File: src/rtl/common.sv
// Shared types for the machine-mode trap path: CSR command encoding,
// interrupt cause numbers and trap sequencer states.
package common;

    typedef enum logic [1:0] {
        NONE  = 2'd0,
        ERROR = 2'd1,
        MRET  = 2'd2
    } state_csr;

    localparam int IRQ_MEI = 11;
    localparam int IRQ_MSI = 3;
    localparam int IRQ_MTI = 7;

    typedef enum logic [1:0] {
        IDLE,
        DRAIN,
        COMMIT,
        REDIRECT
    } trap_state_t;

endpackage

File: src/rtl/irq_prio_enc.sv
// Fixed-priority encoder for enabled M-mode interrupts: MEI > MSI > MTI.
// Produces the full mcause value with the interrupt bit set.
module irq_prio_enc
    import common::*;
#(
    parameter int XLEN = 64
) (
    input  logic [XLEN-1:0] int_pend,
    output logic            valid,
    output logic [XLEN-1:0] cause
);

    // Only the three M-mode lines can ever be pending here.
    logic unused_pend;
    assign unused_pend = ^int_pend;

    always_comb begin
        valid           = 1'b1;
        cause           = '0;
        cause[XLEN-1]   = 1'b1;
        if (int_pend[IRQ_MEI])      cause[5:0] = 6'(IRQ_MEI);
        else if (int_pend[IRQ_MSI]) cause[5:0] = 6'(IRQ_MSI);
        else if (int_pend[IRQ_MTI]) cause[5:0] = 6'(IRQ_MTI);
        else begin
            valid = 1'b0;
            cause = '0;
        end
    end

endmodule

File: src/rtl/trap_ctrl.sv
// Trap sequencer: arbitrates exceptions, MRET and M-mode interrupts, drains the
// pipe, issues one CSR command and redirects fetch. TRAP_CTRL_VECTORED_EN enables mtvec vectored mode.
module trap_ctrl
    import common::*;
#(
    parameter int XLEN          = 64,
    parameter int DRAIN_TIMEOUT = 255
) (
    input  logic            clk,
    input  logic            rst_n,
    input  logic            commit_valid,
    input  logic [XLEN-1:0] commit_pc,
    input  logic            commit_exc,
    input  logic [XLEN-1:0] commit_exc_code,
    input  logic            commit_mret,
    input  logic [XLEN-1:0] next_pc,
    input  logic            pipe_empty,
    input  logic            irq_mei,
    input  logic            irq_msi,
    input  logic            irq_mti,
    input  logic            csr_mstatus_mie,
    input  logic [XLEN-1:0] csr_mie,
    input  logic [XLEN-1:0] csr_mtvec,
    input  logic [XLEN-1:0] csr_mepc,
    input  logic [1:0]      mode,
    output state_csr        csr_st,
    output logic            csr_en,
    output logic [XLEN-1:0] csr_pc,
    output logic [XLEN-1:0] csr_code,
    output logic [XLEN-1:0] mip_out,
    output logic            stall_fetch,
    output logic            flush,
    output logic            redirect_valid,
    output logic [XLEN-1:0] redirect_pc,
    input  logic            redirect_ready
);

    localparam int CW = (DRAIN_TIMEOUT > 1) ? $clog2(DRAIN_TIMEOUT) : 1;
    localparam logic [CW-1:0] TO_LAST = CW'((DRAIN_TIMEOUT > 0) ? DRAIN_TIMEOUT - 1 : 0);

    trap_state_t     state;
    logic [CW-1:0]   drain_cnt;
    logic [XLEN-1:0] mip_d, int_pend, irq_cause, tgt;
    logic            irq_valid, int_ok, take_exc, take_mret, drain_done;

    always_comb begin
        mip_d          = '0;
        mip_d[IRQ_MEI] = irq_mei;
        mip_d[IRQ_MSI] = irq_msi;
        mip_d[IRQ_MTI] = irq_mti;
    end

    assign int_ok     = (mode != 2'd3) || csr_mstatus_mie;
    assign int_pend   = mip_out & csr_mie;
    assign take_exc   = commit_valid & commit_exc;
    assign take_mret  = commit_valid & commit_mret & ~commit_exc;
    assign drain_done = pipe_empty || ((DRAIN_TIMEOUT != 0) && (drain_cnt == TO_LAST));

    irq_prio_enc #(.XLEN(XLEN)) u_prio (
        .int_pend (int_pend),
        .valid    (irq_valid),
        .cause    (irq_cause)
    );

    // Trap target; csr_code[XLEN-1] doubles as the "this trap is an interrupt" flag.
`ifdef TRAP_CTRL_VECTORED_EN
    always_comb begin
        tgt = csr_mtvec & ~XLEN'(3);
        if (csr_mtvec[1:0] == 2'b01 && csr_code[XLEN-1])
            tgt = tgt + XLEN'({csr_code[5:0], 2'b00});
    end
`else
    assign tgt = csr_mtvec & ~XLEN'(3);
`endif

    always_ff @(posedge clk or negedge rst_n) begin
        if (!rst_n) begin
            state          <= IDLE;
            drain_cnt      <= '0;
            mip_out        <= '0;
            csr_st         <= NONE;
            csr_en         <= 1'b0;
            csr_pc         <= '0;
            csr_code       <= '0;
            stall_fetch    <= 1'b0;
            flush          <= 1'b0;
            redirect_valid <= 1'b0;
            redirect_pc    <= '0;
        end else begin
            mip_out <= mip_d;
            flush   <= 1'b0;
            csr_en  <= 1'b0;
            csr_st  <= NONE;
            case (state)
                IDLE, DRAIN: begin
                    // A retiring exception/MRET always wins, even over a draining interrupt.
                    if (take_exc) begin
                        csr_pc      <= commit_pc;
                        csr_code    <= commit_exc_code;
                        csr_st      <= ERROR;
                        csr_en      <= 1'b1;
                        flush       <= 1'b1;
                        stall_fetch <= 1'b1;
                        state       <= COMMIT;
                    end else if (take_mret) begin
                        csr_st      <= MRET;
                        csr_en      <= 1'b1;
                        flush       <= 1'b1;
                        stall_fetch <= 1'b1;
                        state       <= COMMIT;
                    end else if (state == IDLE) begin
                        if (int_ok && irq_valid) begin
                            csr_code    <= irq_cause;
                            drain_cnt   <= '0;
                            stall_fetch <= 1'b1;
                            state       <= DRAIN;
                        end
                    end else if (drain_done) begin
                        csr_pc <= next_pc;
                        csr_st <= ERROR;
                        csr_en <= 1'b1;
                        flush  <= 1'b1;
                        state  <= COMMIT;
                    end else begin
                        drain_cnt <= drain_cnt + CW'(1);
                    end
                end
                COMMIT: begin
                    redirect_valid <= 1'b1;
                    redirect_pc    <= (csr_st == MRET) ? csr_mepc : tgt;
                    state          <= REDIRECT;
                end
                REDIRECT: begin
                    if (redirect_ready) begin
                        redirect_valid <= 1'b0;
                        stall_fetch    <= 1'b0;
                        state          <= IDLE;
                    end
                end
                default: state <= IDLE;
            endcase
        end
    end

endmodule

File: config.mk
export PLATFORM = sky130hd
export DESIGN_NAME = trap_ctrl
export DESIGN_NICKNAME = d
export VERILOG_FILES = /design/src/rtl/common.sv /design/src/rtl/irq_prio_enc.sv /design/src/rtl/trap_ctrl.sv
export SDC_FILE = /design/constraint.sdc
export NUM_CORES = 1
export LEC_CHECK = 0
export CAP_MARGIN = 25
export CORE_AREA = 2 2 253 255
export CTS_BUF_LIST = sky130_fd_sc_hd__clkbuf_4
export DETAILED_ROUTE_END_ITERATION = 12
export DIE_AREA = 0 0 255 257
export PLACE_DENSITY = 0.39
export SLEW_MARGIN = 20
export SYNTH_ARGS = -nofsm -noshare
export SYNTH_HDL_FRONTEND = slang
export SYNTH_SLANG_ARGS = --single-unit
export TNS_END_PERCENT = 5
File: constraint.sdc
create_clock -name clk -period 2.82 [get_ports clk]
set_input_delay 0.564 -clock clk [delete_from_list [all_inputs] [get_ports clk]]
set_output_delay 0.564 -clock clk [all_outputs]
set_load 0.03 [all_outputs]
==> run metrics, run 1 <==
final net count=~1,800; vias=8,280; Final period util=0.900; reg2reg setup slack=roughly 750 ps; global-route wire length before repair=around 57,000 µm; Layout Cells excl Fill=~2,300; Max Freq=394 MHz; worst path bufs/invs=1; Rel. slew slack=0.553; All-Layer GR Usage=0.117; critical-path cell with the highest stage delay=clkdlybuf4s50_1; setup TNS=0 ps; Startpoint Class=flop; gpl congestion=0.731; DRT Wirelength=39,300 µm; peak supply drop=~0.50 mV; max capacitance violation total=0; Synth area leader=dfrtp_1; post-synth top area share=0.544; post-place instance area=about 16,000 µm²; number of fillers in the final layout=about 6,600; Site Rows=92; Synth Area in Compound Gates=0.117; Worst setup startpoint=csr_st[1]; Ys Warns=0; static leakage=6.91 nW; detailed placement HPWL=~29,000 µm; Cell Area, Synth=between 9000 and 10,000 µm²; CTS tree=done; Hold Crit Class=in2reg; fraction of the mapped netlist area in simple logic gates=0.0454; Num CTS Buffers=between 60 and 70; critical setup path kind=reg2out; Clock Path Buffers=3; Pre-antenna DRT Iters=4; top cells by count, synth=dfrtp_1, mux2_2, nand2_1; CP max stage delay=about 770 ps; Reg-to-Reg Start=state[0]; Layout Area Growth over Synthesis=74.7%; minimum clock period after layout=between 2000 and 3000 ps; post-synthesis sequential area ratio=0.544; Worst path depth=1; Data required, critical path=about 2300 ps; post-synthesis cell count=roughly 780; design area=approximately 17,000 µm²; flops & latches, synth=210; initial drt markers=232; DRT antenna net count=0; crit end category=output port; cells along the critical path=clkdlybuf4s50_1; GRT overflow=0; vias in the first global route=between 8,000 and 9,000; R2R depth=5; Worst-path clk slew=~60 ps; final-report max-slew violation count=0; I/O Pins=roughly 660; outcome=finished clean; routed len/inst=17.4 µm; Resize count post-CTS=0; pre-CTS setup slack=about 84 ps; largest cells by area after synthesis=dfrtp_1, mux2_2, mux2i_1; die height=roughly 260 µm; # DRC=0; crit-path max FO=2; Critical Path AT=1980 ps; Fin Clk Skew=68.8 ps; Synth Area in XOR/XNOR=0; Avg Inst Size Synth=12.3 µm²; worst hold stages=1; clk_lat worst skew=~760 ps; post-layout util=0.269; die area=between 60,000 and 70,000 µm²; pin count of the biggest net entering global routing=85; Sink Count=between 200 and 250; final hold vios=0; Reg area=between 5000 and 6000 µm²; asr flop ratio synth=1.00; Worst path top cell family by delay=buffers and inverters; final setup vio count=0; core area=~63,000 µm²; adder-cell share of the synthesized area=0.00259; hold_sp=irq_mei; H-tree lvl count=3; clk root buf=clkbuf_4; # placed instances=approximately 2,100; main combinational cell family by area after synthesis=multiplexers; Post-synth EDFFs=0; initial cell density of the core=0.154; most frequent cell after synthesis=dfrtp_1; chip width=255 µm; Worst Max-Slew Pin Slew=about 670 ps; initial antenna violation count=6; Buffers on Ports=534; top_reg_cell synth=dfrtp_1; vias per cell=between 3 and 4; mux contribution to synthesized area=0.215; share of cells above drive strength 1=0.192; multi-input logic area=between 3000 and 4000 µm²; RSZ-0062 raised after global routing=no; post-synth cell types=46; PnR worst setup slack=between 200 and 300 ps; pwr dens=1040 nW/µm²
[cell type report]
class                      count  share of cell area
tap                          846              0.0627
timing repair buffer         563               0.338
sequential                   210               0.311
multi-input combinational    517               0.234
antenna                        5            0.000742
clock inverter                18             0.00927
inverter                       1            0.000222
clock buffer                  98              0.0436
[cells in the final DEF (no fill, tap or decap), types with 2 or more instances in the layout]
master,instances
a21o_1,2
a21oi_1,5
a22o_1,61
a31o_2,2
a31oi_1,9
a41oi_1,2
buf_12,11
buf_4,17
bufinv_16,3
clkbuf_4,98
clkdlybuf4s50_1,533
clkinv_1,12
conb_1,61
dfrtp_1,210
diode_2,5
ha_1,2
mux2_1,4
mux2_2,125
mux2i_1,62
nand2_1,75
nand3_1,3
nor2_1,6
nor2b_1,2
nor3_1,2
o21ai_0,66
o22a_1,2
o32a_1,3
[where the power goes]
part | internal (mW) | switching, mW
Combinational | 3.98 | 5.09
Sequential | 4.42 | 0.774
Clock | 1.86 | 1.49
[routing by layer]
metal / global-route usage / share of wire / vias to the layer above / wire length (µm)
met2: 0.194 / 0.48 / 470 / 18800
li1: - / - / 3882 / -
met3: 0.0638 / 0.13 / 58 / 5070
met4: 0.0372 / 0.018 / 2 / 695
met1: 0.126 / 0.37 / 3868 / 14700
met5: 0 / 0.00033 / - / 13
[flip-flops by register name (all words and copies together) (netlist names)]
name,flops
drain_cnt,8
csr_code,64
state,2
flush,1
stall_fetch,1
csr_pc,64
redirect_pc,64
mip_out,3
csr_st,2
redirect_valid,1
[through the flow]
step           hold slack [ps]  total power [mW]
2_1_floorplan              268              10.2
3_3_place_gp               464              14.4
3_5_place_dp               470              14.4
4_1_cts                   77.1              18.1
5_1_grt                   81.7              18.8
6_report                   246              17.6
[repair_timing]
action / in CTS / in global routing
hold endpoints to repair: 59 / 0
endpoints found under the setup margin: 0 / 0
buffers inserted: 0 / 0
hold buffers: 1 / 0
[final timing paths]
check	endpoint
min in group asynchronous	redirect_pc[34]
worst min register to register	redirect_pc[2]
worst max register to register	csr_pc[38]
worst min-delay path	mip_out[11]
max in group asynchronous	redirect_pc[31]
worst max-delay path	csr_st[1]
[kinds of logic (layout without fill, tap and decap cells)]
group	after synthesis	after routing
AOI/OAI and AO/OA	161	161
adders and majority gates	2	2
buffers and inverters	115	680
DFF	210	210
muxes	191	191
other	1	66
and+or+nand+nor	102	102
(Power assumes the default switching activity.)
==> run 2: changes to the inputs <==
--- a/config.mk
+++ b/config.mk
@@ -6,11 +6,11 @@
 export NUM_CORES = 1
 export LEC_CHECK = 0
 export CAP_MARGIN = 25
-export CORE_AREA = 2 2 253 255
+export CORE_AREA = 2 2 255 257
 export CTS_BUF_LIST = sky130_fd_sc_hd__clkbuf_4
 export DETAILED_ROUTE_END_ITERATION = 12
-export DIE_AREA = 0 0 255 257
-export PLACE_DENSITY = 0.39
+export DIE_AREA = 0 0 257 259
+export PLACE_DENSITY = 0.4
 export SLEW_MARGIN = 20
 export SYNTH_ARGS = -nofsm -noshare
 export SYNTH_HDL_FRONTEND = slang
==> constraint.sdc (replaced) <==
create_clock -name clk -period 2.2 [get_ports clk]
set_input_delay 0.44 -clock clk [delete_from_list [all_inputs] [get_ports clk]]
set_output_delay 0.44 -clock clk [all_outputs]
set_load 0.03 [all_outputs]
==> run 2 against run 1 <==
Net effect: cell area fell by 0.82%; sequential power up 27%; sequential share of layout area rose by 0.26 points; combinational power grew 17%; register-to-register slack worse by 540 ps; non-clock buffer count up 15; first-iteration DRC count grew 3.0%; global-route usage fell by 0.29 points; die area is 1.6% higher; clock skew is 19 ps lower; critical endpoint is now redirect_pc[28]; largest power group unchanged.
==> run metrics, run 2 (same netlist as run 1, synthesis figures left out) <==
critical-path cell with the highest stage delay=dfrtp_1; gpl congestion=0.778 (+6.5%); final-report max-slew violation count=0 (unchanged); most common cell after layout, fill and taps aside=clkdlybuf4s50_1; Data required, critical path=1760 ps (-500 ps); final hold slack=130 ps (-116 ps); global-route wire length before repair=57,400 µm (+0.98%); Startpoint Class=flop; H-tree lvl count=3 (unchanged); GRT overflow=0 (unchanged); Worst path top cell family by delay=flip-flops; detailed placement HPWL=29,200 µm (-0.44%); Final period util=0.918; pre-CTS setup slack=-304 ps (-388 ps); clk_lat worst skew=780 ps (+20 ps); peak supply drop=0.587 mV (+17%); Pre-antenna DRT Iters=4 (unchanged); critical setup path kind=reg2out; crit-path max FO=2 (unchanged); Hold Crit Class=in2reg; pwr dens=1270 nW/µm² (+21%); PnR worst setup slack=180 ps (-100 ps); outcome=finished clean; vias in the first global route=9,050 (+2.1%); clk root buf=clkbuf_4; vias per cell=3.65 (-0.57%); Site Rows=93 (+1.1%); Fin Clk Skew=49.6 ps (-19.2 ps); initial cell density of the core=0.151 (-0.00276); Clock Path Buffers=3 (unchanged); worst path bufs/invs=1 (unchanged); Power Total=21.2 mW (+20%); final setup vio count=0 (unchanged); CTS tree=done; share of cells above drive strength 1=0.203 (+0.0113); initial antenna violation count=6 (unchanged); routed len/inst=17.0 µm (-2.2%); core area=63,900 µm² (+1.8%); design area=16,700 µm² (-0.82%); Worst-path clk slew=60 ps (about the same); Layout Area Growth over Synthesis=73.3%; # placed instances=2,160 (+1.1%); chip width=257 µm (+0.78%); DRT Wirelength=38,800 µm (-1.4%); post-place instance area=16,100 µm² (+1.1%); pin count of the biggest net entering global routing=75 (-12%); Critical Path AT=1580 ps (-400 ps); Num CTS Buffers=72 (+4.3%); Buffers on Ports=534 (unchanged); static leakage=7.37 nW (+6.7%); commonest non-fill, non-tap cells in the layout=clkdlybuf4s50_1, dfrtp_1, dlygate4sd2_1, mux2_2, clkbuf_4; final hold vios=0 (unchanged); die height=259 µm (+0.78%); CP max stage delay=420 ps (-350 ps); die area=66,600 µm² (+1.6%); minimum clock period after layout=2020 ps; biggest regs=csr_code: 64 flops, csr_pc: 64 flops, redirect_pc: 64 flops; final net count=1,779 (+1.0%); Max Freq=495 MHz; crit end category=output port; # DRC=0 (unchanged); initial drt markers=239 (+3.0%); post-CTS setup buffer count=0 (unchanged); vias=8,306 (+0.31%); max capacitance violation total=0 (unchanged); All-Layer GR Usage=0.114 (-0.00288); DRT antenna net count=0 (unchanged); Layout Cells excl Fill=2,278 (+0.89%); cells along the critical path=dlygate4sd2_1; Sink Count=210 (unchanged); I/O Pins=659 (unchanged)
-- run 2: layer usage --
layer / track usage / up-vias / wire length [µm]
met5: 0 / - / 31
met4: 0.0413 / 4 / 1010
met3: 0.0662 / 79 / 4890
met2: 0.189 / 464 / 18400
met1: 0.120 / 3841 / 14500
li1: - / 3918 / -
-- run 2: path summary, 6_finish.rpt --
check,startpoint,to,slack [ps],cells after the start
worst max-delay path,redirect_pc[28],redirect_pc[28],180,1
worst min-delay path,irq_mei,mip_out[11],130,1
worst max register to register,mip_out[11],csr_code[54],210,7
worst min register to register,redirect_pc[46],redirect_pc[46],470,2
max in group asynchronous,rst_n,csr_code[38],1270,3
min in group asynchronous,rst_n,redirect_pc[50],180,2
-- run 2: final cells by class --
type | instances | area [µm²]
antenna | 6 | 15.0
clock inverter | 15 | 90.1
fill | 6767 | 47100
inverter | 1 | 3.75
tap | 855 | 1070
clock buffer | 96 | 721
multi-input combinational | 517 | 3940
sequential | 210 | 5260
timing repair buffer | 578 | 5640
-- run 2: repair_timing --
item / CTS / global route
resized for setup: 215 / 0
hold buffers: 1 / 0
hold endpoints to repair: 210 / 0
endpoints found under the setup margin: 201 / 0
-- run 2: report_power, final --
| group | switching (mW) | total [mW] | internal (mW) |
|---|---|---|---|
| combinational | 6.55 | 10.6 | 4.01 |
| clock | 1.92 | 4.02 | 2.10 |
| sequential | 0.938 | 6.60 | 5.66 |
| total | 9.40 | 21.2 | 11.8 |
-- run 2: metrics by stage --
stage / utilization / TNS [ps]
after global routing: 0.262 / -67.5
after CTS: 0.262 / 0
after detailed placement: 0.253 / -22810
after global placement: 0.253 / -22830
after floorplan: - / 0
final: 0.262 / 0
